===== config.mk =====
export PLATFORM = sky130hd
export DESIGN_NAME = ex_muldiv
export DESIGN_NICKNAME = d
export VERILOG_FILES = /design/src/rtl/ex_muldiv_pkg.sv /design/src/rtl/ex_muldiv_abs_neg32.sv /design/src/rtl/ex_muldiv.sv
export SDC_FILE = /design/constraint.sdc
export NUM_CORES = 1
export LEC_CHECK = 0
export ABC_CLOCK_PERIOD_IN_PS = 6100
export BUFFER_PORTS_ARGS = -buffer_cell sky130_fd_sc_hd__buf_2
export CAP_MARGIN = 30
export CORE_ASPECT_RATIO = 1.5
export CORE_MARGIN = 1
export CORE_UTILIZATION = 29
export DETAILED_ROUTE_END_ITERATION = 12
export SLEW_MARGIN = 15
export SYNTH_ARGS = -nofsm -noshare
export SYNTH_HDL_FRONTEND = slang
export SYNTH_HIERARCHICAL = 1
export SYNTH_SLANG_ARGS = --single-unit

===== constraint.sdc =====
create_clock -name clk_i -period 6.1 [get_ports clk_i]
set_input_delay 0.915 -clock clk_i [delete_from_list [all_inputs] [get_ports clk_i]]
set_output_delay 0.915 -clock clk_i [all_outputs]
set_load 0.01 [all_outputs]

===== src/rtl/ex_muldiv_pkg.sv =====
// ----------------------------------------------------------------------------
// ex_muldiv_pkg
// Shared definitions for the EX-stage multiply/divide unit: operation
// encodings, the sequencer state enum and the iteration count.
// ----------------------------------------------------------------------------
package ex_muldiv_pkg;

    // One result bit is produced per CALC cycle, so a full 32-bit operand
    // needs this many iterations.
    localparam int ITER = 32;

    // Counter value seen during the final CALC iteration.
    localparam logic [4:0] LAST_ITER = 5'(ITER - 1);

    typedef enum logic [1:0] {
        OP_MULT  = 2'b00,
        OP_MULTU = 2'b01,
        OP_DIV   = 2'b10,
        OP_DIVU  = 2'b11
    } op_e;

    typedef enum logic [1:0] {
        ST_IDLE = 2'b00,
        ST_CALC = 2'b01,
        ST_FIX  = 2'b10,
        ST_DONE = 2'b11
    } state_e;

    function automatic logic op_is_div(input op_e op);
        return (op == OP_DIV) || (op == OP_DIVU);
    endfunction

    function automatic logic op_is_signed(input op_e op);
        return (op == OP_MULT) || (op == OP_DIV);
    endfunction

endpackage


===== src/rtl/ex_muldiv_abs_neg32.sv =====
// ----------------------------------------------------------------------------
// abs_neg32
// Combinational conditional two's complement. Used both to take magnitudes
// of signed operands and to restore result signs after the unsigned core.
//   a_i   : 32-bit value
//   neg_i : 1 = output -a_i, 0 = pass a_i through
//   y_o   : result
// ----------------------------------------------------------------------------
module abs_neg32 (
    input  logic [31:0] a_i,
    input  logic        neg_i,
    output logic [31:0] y_o
);

    assign y_o = neg_i ? (~a_i + 32'd1) : a_i;

endmodule


===== src/rtl/ex_muldiv.sv =====
// ----------------------------------------------------------------------------
// ex_muldiv
// Iterative multiply/divide unit for the EX stage. Signed operations are
// reduced to unsigned magnitudes on start, iterated one bit per cycle
// (shift-add multiply, restoring divide) and sign-corrected in FIX.
//   clk_i, rst_i (async, active-low)
//   start_i, op_i, src1_i, src2_i : request and operands from ID/EX
//   flush_i      : synchronous abort
//   busy_o       : high while not IDLE (pipeline stall)
//   done_o       : one-cycle completion pulse, hi_o/lo_o valid
//   hi_o, lo_o   : HI/LO registers
//   div_zero_o   : qualifies done_o, divide by zero occurred
// ----------------------------------------------------------------------------
module ex_muldiv
    import ex_muldiv_pkg::*;
(
    input  logic        clk_i,
    input  logic        rst_i,
    input  logic        start_i,
    input  logic [1:0]  op_i,
    input  logic [31:0] src1_i,
    input  logic [31:0] src2_i,
    input  logic        flush_i,
    output logic        busy_o,
    output logic        done_o,
    output logic [31:0] hi_o,
    output logic [31:0] lo_o,
    output logic        div_zero_o
);

    state_e      state_q, state_d;
    op_e         op_q, op_d;
    logic [4:0]  cnt_q, cnt_d;
    logic        sign1_q, sign1_d;
    logic        sign2_q, sign2_d;
    // acc: product high word / partial remainder
    // quo: multiplier shifting out, product low word / dividend -> quotient
    // opb: multiplicand / divisor magnitude
    logic [31:0] acc_q, acc_d;
    logic [31:0] quo_q, quo_d;
    logic [31:0] opb_q, opb_d;
    logic [31:0] hi_q, hi_d;
    logic [31:0] lo_q, lo_d;
    logic        busy_q, busy_d;
    logic        done_q, done_d;
    logic        div_zero_q, div_zero_d;

    op_e         op_in;
    logic        in_signed;
    logic [31:0] abs1, abs2;

    assign op_in     = op_e'(op_i);
    assign in_signed = op_is_signed(op_in);

    abs_neg32 u_abs_src1 (
        .a_i   (src1_i),
        .neg_i (in_signed & src1_i[31]),
        .y_o   (abs1)
    );

    abs_neg32 u_abs_src2 (
        .a_i   (src2_i),
        .neg_i (in_signed & src2_i[31]),
        .y_o   (abs2)
    );

    // One iteration of each algorithm. The multiply sum keeps its carry so
    // the shifted product stays exact; the divide difference carries an
    // extra bit whose sign says whether the trial subtraction succeeded.
    logic [32:0] mul_sum;
    logic [32:0] div_shift;
    logic [33:0] div_diff;

    assign mul_sum   = {1'b0, acc_q} + (quo_q[0] ? {1'b0, opb_q} : 33'd0);
    assign div_shift = {acc_q, quo_q[31]};
    assign div_diff  = {1'b0, div_shift} - {2'b00, opb_q};

    // Sign correction. Signs were captured already masked by signedness,
    // so unsigned operations never negate.
    logic        is_div;
    logic        prod_neg, quo_neg, rem_neg;
    logic        lo_zero;
    logic [31:0] fix_lo, fix_hi_raw, fix_hi;

    assign is_div   = op_is_div(op_q);
    assign prod_neg = ~is_div & (sign1_q ^ sign2_q);
    assign quo_neg  = is_div & (sign1_q ^ sign2_q);
    assign rem_neg  = is_div & sign1_q;
    assign lo_zero  = (quo_q == 32'd0);

    abs_neg32 u_fix_lo (
        .a_i   (quo_q),
        .neg_i (prod_neg | quo_neg),
        .y_o   (fix_lo)
    );

    // A 64-bit negate only carries into the high word when the low word is
    // zero; otherwise the high word is just inverted.
    abs_neg32 u_fix_hi (
        .a_i   (acc_q),
        .neg_i (rem_neg | (prod_neg & lo_zero)),
        .y_o   (fix_hi_raw)
    );

    assign fix_hi = (prod_neg & ~lo_zero) ? ~acc_q : fix_hi_raw;

    // Next-state and datapath logic for the sequencer.
    always_comb begin
        state_d    = state_q;
        op_d       = op_q;
        cnt_d      = cnt_q;
        sign1_d    = sign1_q;
        sign2_d    = sign2_q;
        acc_d      = acc_q;
        quo_d      = quo_q;
        opb_d      = opb_q;
        hi_d       = hi_q;
        lo_d       = lo_q;
        div_zero_d = 1'b0;

        case (state_q)
            ST_IDLE: begin
                // flush wins over a simultaneous start
                if (start_i && !flush_i) begin
                    op_d    = op_in;
                    sign1_d = in_signed & src1_i[31];
                    sign2_d = in_signed & src2_i[31];
                    cnt_d   = 5'd0;
                    acc_d   = 32'd0;
                    if (op_is_div(op_in)) begin
                        quo_d = abs1;
                        opb_d = abs2;
                    end else begin
                        quo_d = abs2;
                        opb_d = abs1;
                    end
                    if (op_is_div(op_in) && (src2_i == 32'd0)) begin
                        state_d    = ST_DONE;
                        hi_d       = src1_i;
                        lo_d       = 32'hFFFF_FFFF;
                        div_zero_d = 1'b1;
                    end else begin
                        state_d = ST_CALC;
                    end
                end
            end
            ST_CALC: begin
                if (flush_i) begin
                    state_d = ST_IDLE;
                end else begin
                    if (is_div) begin
                        if (!div_diff[33]) begin
                            acc_d = div_diff[31:0];
                            quo_d = {quo_q[30:0], 1'b1};
                        end else begin
                            acc_d = div_shift[31:0];
                            quo_d = {quo_q[30:0], 1'b0};
                        end
                    end else begin
                        acc_d = mul_sum[32:1];
                        quo_d = {mul_sum[0], quo_q[31:1]};
                    end
                    cnt_d = cnt_q + 5'd1;
                    if (cnt_q == LAST_ITER) begin
                        state_d = ST_FIX;
                    end
                end
            end
            ST_FIX: begin
                if (flush_i) begin
                    state_d = ST_IDLE;
                end else begin
                    state_d = ST_DONE;
                    hi_d    = fix_hi;
                    lo_d    = fix_lo;
                end
            end
            ST_DONE: begin
                state_d = ST_IDLE;
            end
            default: begin
                state_d = ST_IDLE;
            end
        endcase

        busy_d = (state_d != ST_IDLE);
        done_d = (state_d == ST_DONE);
    end

    // All state, including the registered status outputs, lives here.
    always_ff @(posedge clk_i or negedge rst_i) begin
        if (!rst_i) begin
            state_q    <= ST_IDLE;
            op_q       <= OP_MULT;
            cnt_q      <= 5'd0;
            sign1_q    <= 1'b0;
            sign2_q    <= 1'b0;
            acc_q      <= 32'd0;
            quo_q      <= 32'd0;
            opb_q      <= 32'd0;
            hi_q       <= 32'd0;
            lo_q       <= 32'd0;
            busy_q     <= 1'b0;
            done_q     <= 1'b0;
            div_zero_q <= 1'b0;
        end else begin
            state_q    <= state_d;
            op_q       <= op_d;
            cnt_q      <= cnt_d;
            sign1_q    <= sign1_d;
            sign2_q    <= sign2_d;
            acc_q      <= acc_d;
            quo_q      <= quo_d;
            opb_q      <= opb_d;
            hi_q       <= hi_d;
            lo_q       <= lo_d;
            busy_q     <= busy_d;
            done_q     <= done_d;
            div_zero_q <= div_zero_d;
        end
    end

    assign busy_o     = busy_q;
    assign done_o     = done_q;
    assign hi_o       = hi_q;
    assign lo_o       = lo_q;
    assign div_zero_o = div_zero_q;

endmodule

# After elaboration in Yosys (flattened, before gate mapping)
# Cells that the tools add are included.
[totals]
ff_bits = 174
wordCells = 103
[op_classes]
addsub = 7
n_eq_ne = 13
n_mux = 38
bitwise = 16
n_reduce_logical = 16
[op_table]
columns = ["cell", "count"]
rows = [
  ["32-bit two-way mux", 21],
  ["32-bit one-hot mux with 2 select lines", 4],
  ["32-bit by 1-bit adder with 32-bit output (second input constant)", 4],
  ["32-bit inverter", 4],
  ["32-bit zero test", 2],
  ["33-bit by 32-bit subtractor with 34-bit output", 1],
  ["32-bit by 32-bit adder with 33-bit output", 1],
  ["2-bit equality test (second input constant)", 7],
  ["2-bit two-way mux", 5],
  ["5-bit two-way mux", 2],
  ["5-bit one-hot mux with 2 select lines", 1],
  ["2-bit inequality test (second input constant)", 4],
  ["2-bit one-hot mux with 4 select lines", 1],
  ["1-bit bitwise AND", 7],
  ["2-bit nonzero test", 3],
  ["5-bit by 1-bit adder with 5-bit output (second input constant)", 1],
  ["5-bit equality test (second input constant)", 1],
  ["2-bit zero test", 2],
  ["1-bit two-way mux", 4],
  ["4-bit AND reduction", 1],
  ["1-bit logical OR", 3],
  ["3-bit AND reduction", 1],
  ["2-bit by 1-bit equality test with 1-bit output (second input constant)", 1],
  ["1-bit logical AND", 2],
  ["other kinds (5)", 7],
]

# Logic depth before layout (Yosys ltp)
[logic_depth]
word_depth = 10
depth_mapped = 13
depth_no_buf = 13

# Cells and area by module
# The synthesis kept the hierarchy.
[modules_own_cells]
columns = ["mod", "instances", "cells_per_inst", "area_each_um2", "seq_area_each_um2"]
rows = [
  ["ex_muldiv", 1, 1499, 12462.0, 4329.2],
  ["abs_neg32", 4, 99, 777.0, 0.0],
]

# Worst setup path after synthesis
# No wires, ideal clock.
[synth_path]
kind = "register to register"
startpoint = "reg quo_q[0]"
endpoint = "reg acc_q[24]"
arrival_ps = 2891
setup_slack_ps = 3078
stages_incl_launch_ff = 13
period_less_slack_ps = 3022
path_cell_list = "dfrtp_1 -> clkbuf_1 -> and2_1 -> ha_1 -> a2111oi_2 -> nor3_2 -> a2111oi_4 -> a2111oi_2 -> nor2_2 -> o21bai_1 -> xor2_1 -> a221oi_2 -> o31ai_1"
[synth_between]
elab_chain_len = 5
[synth_rtl]
columns = ["element", "line", "text"]
rows = [
  ["start, declared", "ex_muldiv.sv:40", "logic [31:0] quo_q, quo_d;"],
  ["start signal, assigned", "ex_muldiv.sv:213", "quo_q <= quo_d;"],
  ["32-bit two-way mux", "ex_muldiv.sv:74", "assign mul_sum = {1'b0, acc_q} + (quo_q[0] ? {1'b0, opb_q} : 33'd0);"],
  ["32-bit by 32-bit adder with 33-bit output", "ex_muldiv.sv:74", ""],
  ["32-bit two-way mux", "ex_muldiv.sv:151", "if (is_div) begin"],
  ["32-bit two-way mux", "ex_muldiv.sv:148", "if (flush_i) begin"],
  ["32-bit one-hot mux with 2 select lines", "ex_muldiv.sv:121", "case (state_q)"],
  ["end signal, assigned", "ex_muldiv.sv:198", "acc_q <= 32'd0;"],
  ["end signal, assigned", "ex_muldiv.sv:212", "acc_q <= acc_d;"],
  ["end, declared", "ex_muldiv.sv:39", "logic [31:0] acc_q, acc_d;"],
]
# No other way between the ends. The select of a mux whose other input is x is not followed.
# A chain may end at the register's enable or synchronous reset.

# Final worst setup path
[layout_path]
startpoint = "reg quo_q[0]"
endpoint = "reg acc_q[28]"
# The elaborated chain is that of the path after synthesis.

==> out/metrics.csv <==
stage;metric;value;unit
status;status;finished, final reports clean;
place;pre_cts_ws;2090;ps
finish;fin_nets;2119;
pwr;internal-power;3800;uW
timing;hold_ws;328;ps
place;dp_hpwl;41500;microns
detailed_routing;wire_per_inst;19.7;microns
synthesis;ys_top_cells_by_area;dfrtp_1, xnor2_1, o21ai_0;
synthesis;ys_ff_latch;173;
grt;grt_pass1_wl;83000;microns
floorplanning;io-pin-count;137;
synthesis;async_flop_share;1.00;
synthesis;synth-main-ff-cell;dfrtp_1;
worst_hold_path;hp-class;in2async;
grt;antenna_found_initial;2;
grt;first_global_vias;15000;
finish;syn2layout_area_growth;13.2;%
worst_setup_path;cp_num_buf_inv;1;
clock_network;max-clock-path-buffers;2;
synthesis;ys_seq_area_frac;0.278;
detailed_routing;first_pass_iters;6;
detailed_routing;num_vias;14600;
synthesis;mappedNetlistArea;0.0156;sq mm
timing;worstMarginPinSlew;1150;ps
detailed_routing;drc;0;
pwr;pwr-share-seq;0.264;
worst_setup_path;endpoint_kind;register;
worst_setup_path;reg2reg_depth;12;
finish;n_fill_cell;5578;
finish;drive_gt1_frac;0.147;
synthesis;synth_top_cell_by_area;dfrtp_1;
detailed_routing;via_per_inst;5.46;
timing;hold_viol_final;0;
worst_setup_path;critPathMaxFanout;39;
clock_network;cts_tree;yes;
floorplanning;num_rows;103;
floorplanning;die_y;286;microns
synthesis;syn-num-nets;2037;
synthesis;synth_area_per_cell;8.22;sq um
pwr;power_density;420;mW/mm^2
timing;relSlewSlack;0.228;
clock_network;clkTransAtPathRegs;70;ps
detailed_routing;ant_nets;0;
synthesis;yosysTopAreaCellShare;0.278;
synthesis;syn_inst;1895;
worst_setup_path;critPathLaunchType;register;
finish;layout_common_cells;nand2_1, o21ai_0, a21oi_1;
detailed_routing;wl;52700;microns
grt;grt_max_degree;74;
timing;finalSetupViolCount;0;
floorplanning;dieArea;0.0546;sq mm
timing;fmax;0.271;GHz
timing;report.final.slew_viol_count;0;
synthesis;synth.distinct_cells;75;
run;maxCapViolations;0;
clock_network;clock_latency;470;ps
detailed_routing;drt-initial-drc-count;680;
worst_setup_path;max_stage_delay;520;ps
clock_network;cts_made_buffers;17;
place;portBuffers;136;
worst_setup_path;required;6420;ps
synthesis;synth_edf_count;0;
timing;fin_crit_sh;0.604;
clock_network;cts_resized;0;
timing;min_period;3690;ps
grt;overflow;0;
floorplanning;die-width;191;microns
pwr;leakagePower;0.00754;uW
grt;grtUsageTotal;0.195;
worst_setup_path;crit_chain;buf_4 > and2_1 > ha_1 > a2111oi_2 > nor3_2 > a2111oi_4 > a2111oi_2 > o21ai_0 > nand2b_1 > xor2_1 > a22oi_1 > o211ai_1;
place;place_congestion;0.936;
worst_setup_path;r2r_slack;2410;ps
timing;fin_ws;2410;ps
clock_network;numClockSinks;173;
timing;rsz0062_at_grt;false;
synthesis;ys.warnings.count;6;
timing;fin_skew;12.7;ps
pwr;irDropWorstVdd;248;uV
pwr;power.share.combinational;0.576;
finish;regArea;0.00433;sq mm
worst_setup_path;cpMostUsedCell;a2111oi_2;
pwr;p_sw;3610;uW
worst_setup_path;crit_family;compound AO/OA/AOI/OAI gates;
finish;fin_area;0.0176;sq mm
worst_setup_path;crit_cells;12;
finish;multi_input_area;0.0106;sq mm
worst_setup_path;critPathSlowestCell;a2111oi_4;
floorplanning;coreArea;0.0528;sq mm
clock_network;htreeDepth;4;
pwr;switching_share;0.487;
worst_setup_path;worstPathArrival;4000;ps
pwr;power_frac_clock;0.159;
place;place_area;0.0169;sq mm
worst_setup_path;crit_type;reg2reg;
floorplanning;start_util;0.295;
clock_network;cts_hold_buf;0;
clock_network;postCtsSetupBuffers;0;
clock_network;cts-root-buf;clkbuf_16;
pwr;fin_total_pwr;7410;uW
timing;fin_setup_tns;0;ps
finish;layout_commonest_cell;nand2_1;
metal layers:
| layer | track usage | up-vias | routed length (microns) |
|---|---|---|---|
| met2 | 0.355 | 382 | 27000 |
| met3 | 0.0274 | 149 | 1940 |
| met5 | 0 | - | 18 |
| li1 | - | 7023 | - |
| met1 | 0.207 | 7047 | 20200 |
| met4 | 0.126 | 2 | 3500 |
worst register-to-register path, delay by kind of cell, from the launching register on:
kind                       cells  cell delay [ps]
xor gates and xnor gates       1              170
AOI/OAI and AO/OA              6             1900
buffers and inverters          1              370
adders and majority gates      1              320
DFF                            1              330
and+or+nand+nor                3              460
layout make-up:
class	count	area share
Antenna cell	2	0.000284
Clock buffer	22	0.0269
Clock inverter	10	0.00781
Inverter	61	0.0130
Multi-Input combinational cell	1560	0.603
Sequential cell	173	0.246
Tap cell	682	0.0484
Timing Repair Buffer	164	0.0546
power by group through the flow:
| stage | registers, uW | logic, uW | clock network [uW] |
|---|---|---|---|
| after floorplan | 1790 | 3190 | 0 |
| after global placement | 1960 | 4120 | 0 |
| after detailed placement | 1970 | 4200 | 0 |
| after CTS | 1950 | 4230 | 1200 |
| after global routing | 2010 | 4700 | 1240 |
| final | 1960 | 4270 | 1180 |
worst paths after layout:
path	to	from
worst max-delay path	acc_q[28]$_DFFE_PN0P_	quo_q[0]$_DFFE_PN0P_
worst min-delay path	quo_q[29]$_DFFE_PN0P_	rst_i
worst max register to register	acc_q[28]$_DFFE_PN0P_	quo_q[0]$_DFFE_PN0P_
worst min register to register	hi_o[17]$_DFFE_PN0P_	hi_o[17]$_DFFE_PN0P_
max in group asynchronous	acc_q[0]$_DFFE_PN0P_	rst_i
min in group clk_i	hi_o[17]$_DFFE_PN0P_	hi_o[17]$_DFFE_PN0P_
registers in the layout, indices dropped and copies added, names as in the netlist:
signal and count:
acc_q 32, busy_o 1, cnt_q 5, div_zero_o 1
done_o 1, hi_o 32, lo_o 32, op_q 1
opb_q 32, quo_q 32, sign1_q 1, sign2_q 1
state_q 2
Yosys cell counts, drive strengths merged (4+ instances only):
library cell  instances
a2111oi               7
ha                   70
o21ai               188
or2b                  8
a21oi               174
or3                   7
nand3b                5
nand2b               25
nand3                25
a22oi                11
dfrtp               173
nor2                155
o21a                 11
buf                  32
o211ai               18
nor2b                13
or2                  11
nand4                28
mux2                 32
o31ai                38
and3                  7
nor3                 24
a211o                 4
a21o                 27
xnor2               144
a31oi                 8
o21bai                9
o22a                 32
clkbuf               69
nor4                 43
o41ai                38
o31a                  4
inv                  60
a211oi               10
nand4b                5
nand2               212
and2                 35
mux2i                71
xor2                 31
cell families after synthesis:
| group | share of synthesized area |
|---|---|
| DFF | 0.278 |
| xor gates and xnor gates | 0.0984 |
| AOI/OAI and AO/OA | 0.252 |
| adders and majority gates | 0.0588 |
| muxes | 0.0688 |
| buffers and inverters | 0.0417 |
| and+or+nand+nor | 0.202 |
stage by stage:
step / utilization / instances
floorplan: - / 1895
global placement: 0.320 / 2636
detailed placement: 0.320 / 2637
CTS: 0.332 / 2669
global route: 0.333 / 2672
finish: 0.334 / 2674
(Power assumes the default switching activity.)
